**config.mk**
```make
export PLATFORM = sky130hd
export DESIGN_NAME = stereo_gain_stage
export DESIGN_NICKNAME = d
export VERILOG_FILES = /design/src/rtl/stereo_gain_stage.sv
export SDC_FILE = /design/constraint.sdc
export NUM_CORES = 2
export LEC_CHECK = 0
export CORE_ASPECT_RATIO = 0.9
export CORE_MARGIN = 5
export CORE_UTILIZATION = 45
export DETAILED_ROUTE_END_ITERATION = 8
export GPL_ROUTABILITY_DRIVEN = 0
export GPL_TIMING_DRIVEN = 0
export PLACE_DENSITY = 0.69
export SLEW_MARGIN = 30
export SYNTH_ARGS = -nofsm -noshare
export SYNTH_HDL_FRONTEND = slang
export SYNTH_SLANG_ARGS = --single-unit
```
**constraint.sdc**
```tcl
create_clock -name clk -period 6.4 [get_ports clk]
set_input_delay 1.28 -clock clk [delete_from_list [all_inputs] [get_ports clk]]
set_output_delay 1.28 -clock clk [all_outputs]
set_load 0.03 [all_outputs]
```
**src/rtl/stereo_gain_stage.sv**
```systemverilog
// Mono-to-stereo gain stage: per-channel Q1.7 gain with saturation,
// then a soft mute/unmute ramp, emitted as packed {left, right} words.
module stereo_gain_stage #(
    parameter int SAMPLE_W  = 24,
    parameter int GAIN_W    = 8,
    parameter int RAMP_STEP = 16
) (
    input  logic                    clk,
    input  logic                    arst_n,
    input  logic [SAMPLE_W-1:0]     in_data,
    input  logic                    in_valid,
    output logic                    in_ready,
    input  logic [GAIN_W-1:0]       gain_l,
    input  logic [GAIN_W-1:0]       gain_r,
    input  logic                    mute,
    output logic [2*SAMPLE_W-1:0]   out_data,
    output logic                    out_valid,
    input  logic                    out_ready,
    output logic                    muted
);

    localparam int ATT_W = 8;
    localparam int P_W   = SAMPLE_W + GAIN_W + 1;
    localparam int Q_W   = SAMPLE_W + ATT_W + 1;

    localparam logic [ATT_W-1:0] ATT_FULL = 8'd128;
    localparam logic [ATT_W:0]   STEP_EXT = RAMP_STEP[ATT_W:0];

    typedef enum logic [1:0] {
        ST_MUTED     = 2'd0,
        ST_RAMP_UP   = 2'd1,
        ST_RUN       = 2'd2,
        ST_RAMP_DOWN = 2'd3
    } ramp_e;

    function automatic logic [SAMPLE_W-1:0] sat(
        input logic signed [P_W-1:0] v
    );
        logic [SAMPLE_W-1:0] r;
        if (&v[P_W-1:SAMPLE_W-1] || ~|v[P_W-1:SAMPLE_W-1]) begin
            r = v[SAMPLE_W-1:0];
        end else if (v[P_W-1]) begin
            r = {1'b1, {(SAMPLE_W-1){1'b0}}};
        end else begin
            r = {1'b0, {(SAMPLE_W-1){1'b1}}};
        end
        return r;
    endfunction

    function automatic logic [SAMPLE_W-1:0] scale_gain(
        input logic [SAMPLE_W-1:0] s,
        input logic [GAIN_W-1:0]   g
    );
        logic signed [P_W-1:0] a;
        logic signed [P_W-1:0] b;
        logic signed [P_W-1:0] p;
        a = {{(P_W-SAMPLE_W){s[SAMPLE_W-1]}}, s};
        b = {{(P_W-GAIN_W){1'b0}}, g};
        p = (a * b) >>> 7;
        return sat(p);
    endfunction

    // att never exceeds 128, so the shifted product always fits
    function automatic logic [SAMPLE_W-1:0] scale_att(
        input logic [SAMPLE_W-1:0] s,
        input logic [ATT_W-1:0]    att
    );
        logic signed [Q_W-1:0] a;
        logic signed [Q_W-1:0] b;
        a = {{(Q_W-SAMPLE_W){s[SAMPLE_W-1]}}, s};
        b = {{(Q_W-ATT_W){1'b0}}, att};
        return SAMPLE_W'((a * b) >>> 7);
    endfunction

    ramp_e                 state_q, state_d;
    logic [ATT_W-1:0]      att_q, att_d;

    logic                  s1_valid_q, s1_valid_d;
    logic [SAMPLE_W-1:0]   s1_l_q, s1_l_d;
    logic [SAMPLE_W-1:0]   s1_r_q, s1_r_d;
    logic [ATT_W-1:0]      s1_att_q, s1_att_d;

    logic                  out_valid_q, out_valid_d;
    logic [2*SAMPLE_W-1:0] out_data_q, out_data_d;

    logic                  stall;
    logic                  in_acc;
    logic [ATT_W:0]        att_up_w;
    logic [ATT_W-1:0]      att_up;
    logic [ATT_W-1:0]      att_dn;

    always_comb begin
        stall    = out_valid_q && !out_ready;
        in_ready = !stall;
        in_acc   = in_valid && !stall;
    end

    always_comb begin
        att_up_w = {1'b0, att_q} + STEP_EXT;
        if (att_up_w >= {1'b0, ATT_FULL}) begin
            att_up = ATT_FULL;
        end else begin
            att_up = att_up_w[ATT_W-1:0];
        end
        if ({1'b0, att_q} <= STEP_EXT) begin
            att_dn = '0;
        end else begin
            att_dn = att_q - STEP_EXT[ATT_W-1:0];
        end
    end

    always_ff @(posedge clk or negedge arst_n) begin
        if (!arst_n) begin
            state_q <= ST_MUTED;
            att_q   <= '0;
        end else begin
            state_q <= state_d;
            att_q   <= att_d;
        end
    end

    // Ramp only moves on accepted samples; reversal takes effect at once
    always_comb begin
        state_d = state_q;
        att_d   = att_q;
        if (in_acc) begin
            unique case (state_q)
                ST_RUN: begin
                    if (mute) begin
                        att_d   = att_dn;
                        state_d = (att_dn == '0) ? ST_MUTED : ST_RAMP_DOWN;
                    end
                end
                ST_MUTED: begin
                    if (!mute) begin
                        att_d   = att_up;
                        state_d = (att_up == ATT_FULL) ? ST_RUN : ST_RAMP_UP;
                    end
                end
                ST_RAMP_DOWN, ST_RAMP_UP: begin
                    if (mute) begin
                        att_d   = att_dn;
                        state_d = (att_dn == '0) ? ST_MUTED : ST_RAMP_DOWN;
                    end else begin
                        att_d   = att_up;
                        state_d = (att_up == ATT_FULL) ? ST_RUN : ST_RAMP_UP;
                    end
                end
                default: begin
                    att_d   = '0;
                    state_d = ST_MUTED;
                end
            endcase
        end
    end

    always_comb begin
        muted = (state_q == ST_MUTED);
    end

    always_comb begin
        s1_valid_d = s1_valid_q;
        s1_l_d     = s1_l_q;
        s1_r_d     = s1_r_q;
        s1_att_d   = s1_att_q;
        if (!stall) begin
            s1_valid_d = in_valid;
        end
        if (in_acc) begin
            s1_l_d   = scale_gain(in_data, gain_l);
            s1_r_d   = scale_gain(in_data, gain_r);
            s1_att_d = att_q;
        end
    end

    always_comb begin
        out_valid_d = out_valid_q;
        out_data_d  = out_data_q;
        if (!stall) begin
            out_valid_d = s1_valid_q;
            if (s1_valid_q) begin
                out_data_d = {scale_att(s1_l_q, s1_att_q),
                              scale_att(s1_r_q, s1_att_q)};
            end
        end
    end

    always_ff @(posedge clk or negedge arst_n) begin
        if (!arst_n) begin
            s1_valid_q  <= 1'b0;
            s1_l_q      <= '0;
            s1_r_q      <= '0;
            s1_att_q    <= '0;
            out_valid_q <= 1'b0;
            out_data_q  <= '0;
        end else begin
            s1_valid_q  <= s1_valid_d;
            s1_l_q      <= s1_l_d;
            s1_r_q      <= s1_r_d;
            s1_att_q    <= s1_att_d;
            out_valid_q <= out_valid_d;
            out_data_q  <= out_data_d;
        end
    end

    assign out_valid = out_valid_q;
    assign out_data  = out_data_q;

endmodule

```
==> impl_metrics.toml <==
[synth]
yosys.cell_count.top_type = "sky130_fd_sc_hd__inv_1"
synth.net_count = 4380
post_synth_instance_area_um2 = 30200
synth.avg_cell_area_um2 = 8.62
distinct_cell_type_count_of_the_synthesized_netlist = 66
synth_seq_cells = 116
yosysTopAreaCellShare_pct = 38.8
synth_commonest_cells = "sky130_fd_sc_hd__inv_1 (798), sky130_fd_sc_hd__fa_1 (586), sky130_fd_sc_hd__nand2_1 (488)"
synth_simple_gate_area_share_pct = 18.1
synth_xor_xnor_area_share_pct = 2.87
dominant_synthesized_flop_cell = "sky130_fd_sc_hd__dfrtp_1"
synth_edf_count = 0
synth_compound_gate_area_share_pct = 8.59
synth_top_cell_by_area = "sky130_fd_sc_hd__fa_1"
synth_fa_ha_area_share_pct = 48.8
synthMuxAreaShare_pct = 0.207
yosysSeqAreaShare_pct = 9.60
synth.top_cells.by_area = "sky130_fd_sc_hd__fa_1 (39%), sky130_fd_sc_hd__ha_1 (10%), sky130_fd_sc_hd__inv_1 (9.9%), sky130_fd_sc_hd__dfrtp_1 (9.6%), sky130_fd_sc_hd__and2_1 (8.8%)"
largest_family_of_logic_cells_by_synthesized_area = "adder cells"
yosys_warnings = 0
async_flop_share_pct = 100
gate_count_of_the_mapped_netlist = 3508

[timing]
worst_slew_pin_slew_ps = 1020
slew_headroom_pct = 32.0
finalHoldViolCount = 0
maxSlewViolCount = 0
timing.final.crit_share_pct = 97.2
final.setup_skew_ps = 15.0
setup-violations-final = 0
fmaxAchievable_mhz = 161
postLayoutSetupSlackWorst_ps = 181
final.min_clock_period_ps = 6220

[global_routing]
grt-ovfl-total = 0
antenna_violations_before_repair = 1
pin_count_of_the_biggest_net_entering_global_routing = 78
via_count_of_the_first_global_routing_pass = 23700
grt_util_all_layers_pct = 21.9
grt_pass1_wl_mm = 128

[drt]
wl_per_cell_um = 17.6
dr.first_iter.drc_count = 1611
dr.pass1.iters = 5
drt.antenna.violating_nets = 0
vias = 23100
routed_wl_mm = 79.3
drc_errors = 0
routed_via_density = 5.12

[clocking]
cts_tree = "done"
numClockSinks = 116
post_cts_hold_buffer_count = 0
worstSkewPairLatency_ps = 450
tritoncts.num_buffers = 17
clk_root_buffer_cell = "sky130_fd_sc_hd__clkbuf_16"
cts_buffer_depth = 2
clkSlewWorstSetupHoldPaths_ps = 60
ctsHtreeMaxLevel = 4

[critical_path]
startpoint_type = "primary input"
crit_path_frequent_cell = "sky130_fd_sc_hd__fa_1"
crit_family = "adder cells"
slowest_cell_on_the_critical_path = "sky130_fd_sc_hd__fa_1"
critPathArrivalTime_ps = 6530
worstPathBufferInverterCount = 6
crit_required_ps = 6710
critPathKind = "primary input to flop"
timing.critical_path.to_type = "flop"
max_stage_delay_ps = 550
maximum_fanout_count_along_the_critical_path = 10
path_cells = "buf_2 -> buf_4 -> nand2_1 -> fa_1 -> inv_1 -> fa_1 -> fa_1 -> inv_1 -> fa_1 -> inv_1 -> ha_1 -> a21o_1 -> a21o_1 -> a31o_2 -> o311a_1 -> o21ai_2 -> a21boi_1 -> or3_1 -> a31oi_4 -> buf_4 -> o21ai_0"

[power_and_ir_drop]
peakVddDrop_uv = 388
net-switching-power_mw = 9.23
power.static_leakage_nw = 17.4
power.share.sequential_pct = 8.5
clkPwrFrac_pct = 5.3
power_per_cell_area_nw_per_um2 = 501
netSwitchingFraction_pct = 55.3
share_comb_of_total_power_pct = 86.2
intPower_mw = 7.46

[final_layout]
layout-drive-gt1-share_pct = 5.83
areaGrowthSynthToFinish_pct = 10.3
multi_input_combinational_cell_area_um2 = 23900
register_area_um2 = 2900
n_fill_cell = 6346
design.final.nets = 4499
stdcell_count = 4514

[die]
floorplan.die.height_um = 256
core.rowCount = 90
start_util_pct = 45.3
boundaryPins = 96
die_area_um2 = 72500
placeableCoreArea_um2 = 66800
floorplan.die.width_um = 283

[run]
drv_cap = 0

[placed_design]
dpl.cell_count = 4477
dp_hpwl_mm = 66.3
preCtsSetupSlack_ps = -1860
io_buffers = 94

[min_path]
hp-class = "flop to flop"

[run_status]
outcome = "completed"
==> per-stage QoR <==
| step | hold slack (ps) | instance area (µm²) | setup TNS (ps) | utilization [%] | power, mW |
|---|---|---|---|---|---|
| 2_1_floorplan | 436 | 30200 | 0 | - | 11.6 |
| 5_1_grt | 497 | 33300 | -135 | 49.9 | 18.6 |
| 4_1_cts | 482 | 33200 | 0 | 49.7 | 16.4 |
| 3_3_place_gp | 459 | 32300 | -148370 | 48.3 | 14.9 |
| 3_5_place_dp | 466 | 32300 | -78320 | 48.4 | 15.2 |
| 6_report | 472 | 33300 | 0 | 49.9 | 16.7 |
==> cells by family (layout without fill, tap and decap cells) <==
family                     count (synthesis)  in the layout
other                                      0              1
buffers and inverters                    957           1088
AOI/OAI and AO/OA                        408            408
DFF                                      116            116
adders and majority gates                827            827
and+or+nand+nor                         1095           1095
xor gates and xnor gates                  99             99
muxes                                      6              6
==> cells in the final DEF (no fill, tap or decap), drive strengths merged, types with 10 or more instances in the layout <==
| master | Yosys | routed |
|---|---|---|
| xor2 | 34 | 34 |
| ha | 241 | 241 |
| nand3 | 26 | 26 |
| a211oi | 10 | 10 |
| o21bai | 12 | 12 |
| o31ai | 22 | 22 |
| nor2 | 60 | 60 |
| nand2 | 488 | 488 |
| fa | 586 | 586 |
| nor2b | 11 | 11 |
| buf | 20 | 72 |
| dfrtp | 116 | 116 |
| xnor2 | 65 | 65 |
| a21o | 38 | 38 |
| and2 | 426 | 426 |
| nor3 | 22 | 22 |
| a21oi | 80 | 80 |
| o21ai | 150 | 150 |
| inv | 798 | 798 |
| o21a | 11 | 11 |
| and3 | 13 | 13 |
| o211ai | 17 | 17 |
| clkbuf | 139 | 141 |
| clkdlybuf4s50 | 0 | 54 |
| nand4 | 15 | 15 |
==> repair_timing <==
action | in CTS | in global routing
pin swaps | 2 | 11
endpoints found under the setup margin | 52 | 50
resized for setup | 229 | 178
setup buffers | 2 | 7
cloned | 0 | 0
==> worst min-delay path: stages, from the launching register on <==
cell	delay, ps
sky130_fd_sc_hd__dfrtp_1	340
sky130_fd_sc_hd__nand2_1	40
sky130_fd_sc_hd__o21ai_0	50
==> flip-flops by register name, indices dropped and copies added, names as in the netlist <==
signal / count
att_q: 8
out_data: 48
out_valid: 1
s1_att_q: 8
s1_l_q: 24
s1_r_q: 24
s1_valid_q: 1
state_q: 2
==> cell type report <==
class                      instances  area share (%)
inverter                         798            8.98
clock buffer                      20            1.34
tap                              874            3.28
buffer                           155            2.96
clock inverter                    11           0.251
timing repair buffer             104            2.78
multi-input combinational       2435            71.7
sequential                       116            8.71
antenna                            1         0.00751
==> metal layers <==
layer  routed length (µm)  track usage, %  part of all wire (%)  vias up
met1                36800            32.3                    46    11500
li1                     -               -                     -    10800
met2                34700            33.8                    44      775
met5                    0               0                     0        -
met3                 5750            3.63                   7.2       97
met4                 2020            5.86                   2.5        0
==> power groups by stage <==
stage / clock (mW) / sequential [mW] / combinational [mW]
after floorplan: 0 / 1.57 / 10.1
after global placement: 0 / 1.39 / 13.5
after detailed placement: 0 / 1.41 / 13.8
after CTS: 0.904 / 1.39 / 14.1
after global routing: 0.927 / 1.45 / 16.3
final: 0.889 / 1.41 / 14.4
==> path summary, 6_finish.rpt <==
kind | startpoint | end | slack [ps] | depth (start not counted)
worst max-delay path | gain_l[1] | s1_l_q[11] | 180 | 21
max in group asynchronous | arst_n | s1_l_q[5] | 4980 | 2
worst max register to register | s1_att_q[1] | out_data[20] | 330 | 20
min in group asynchronous | arst_n | out_data[15] | 710 | 1
worst min-delay path | out_data[45] | out_data[45] | 470 | 2
worst min register to register | out_data[45] | out_data[45] | 470 | 2
(Power assumes the default switching activity.)
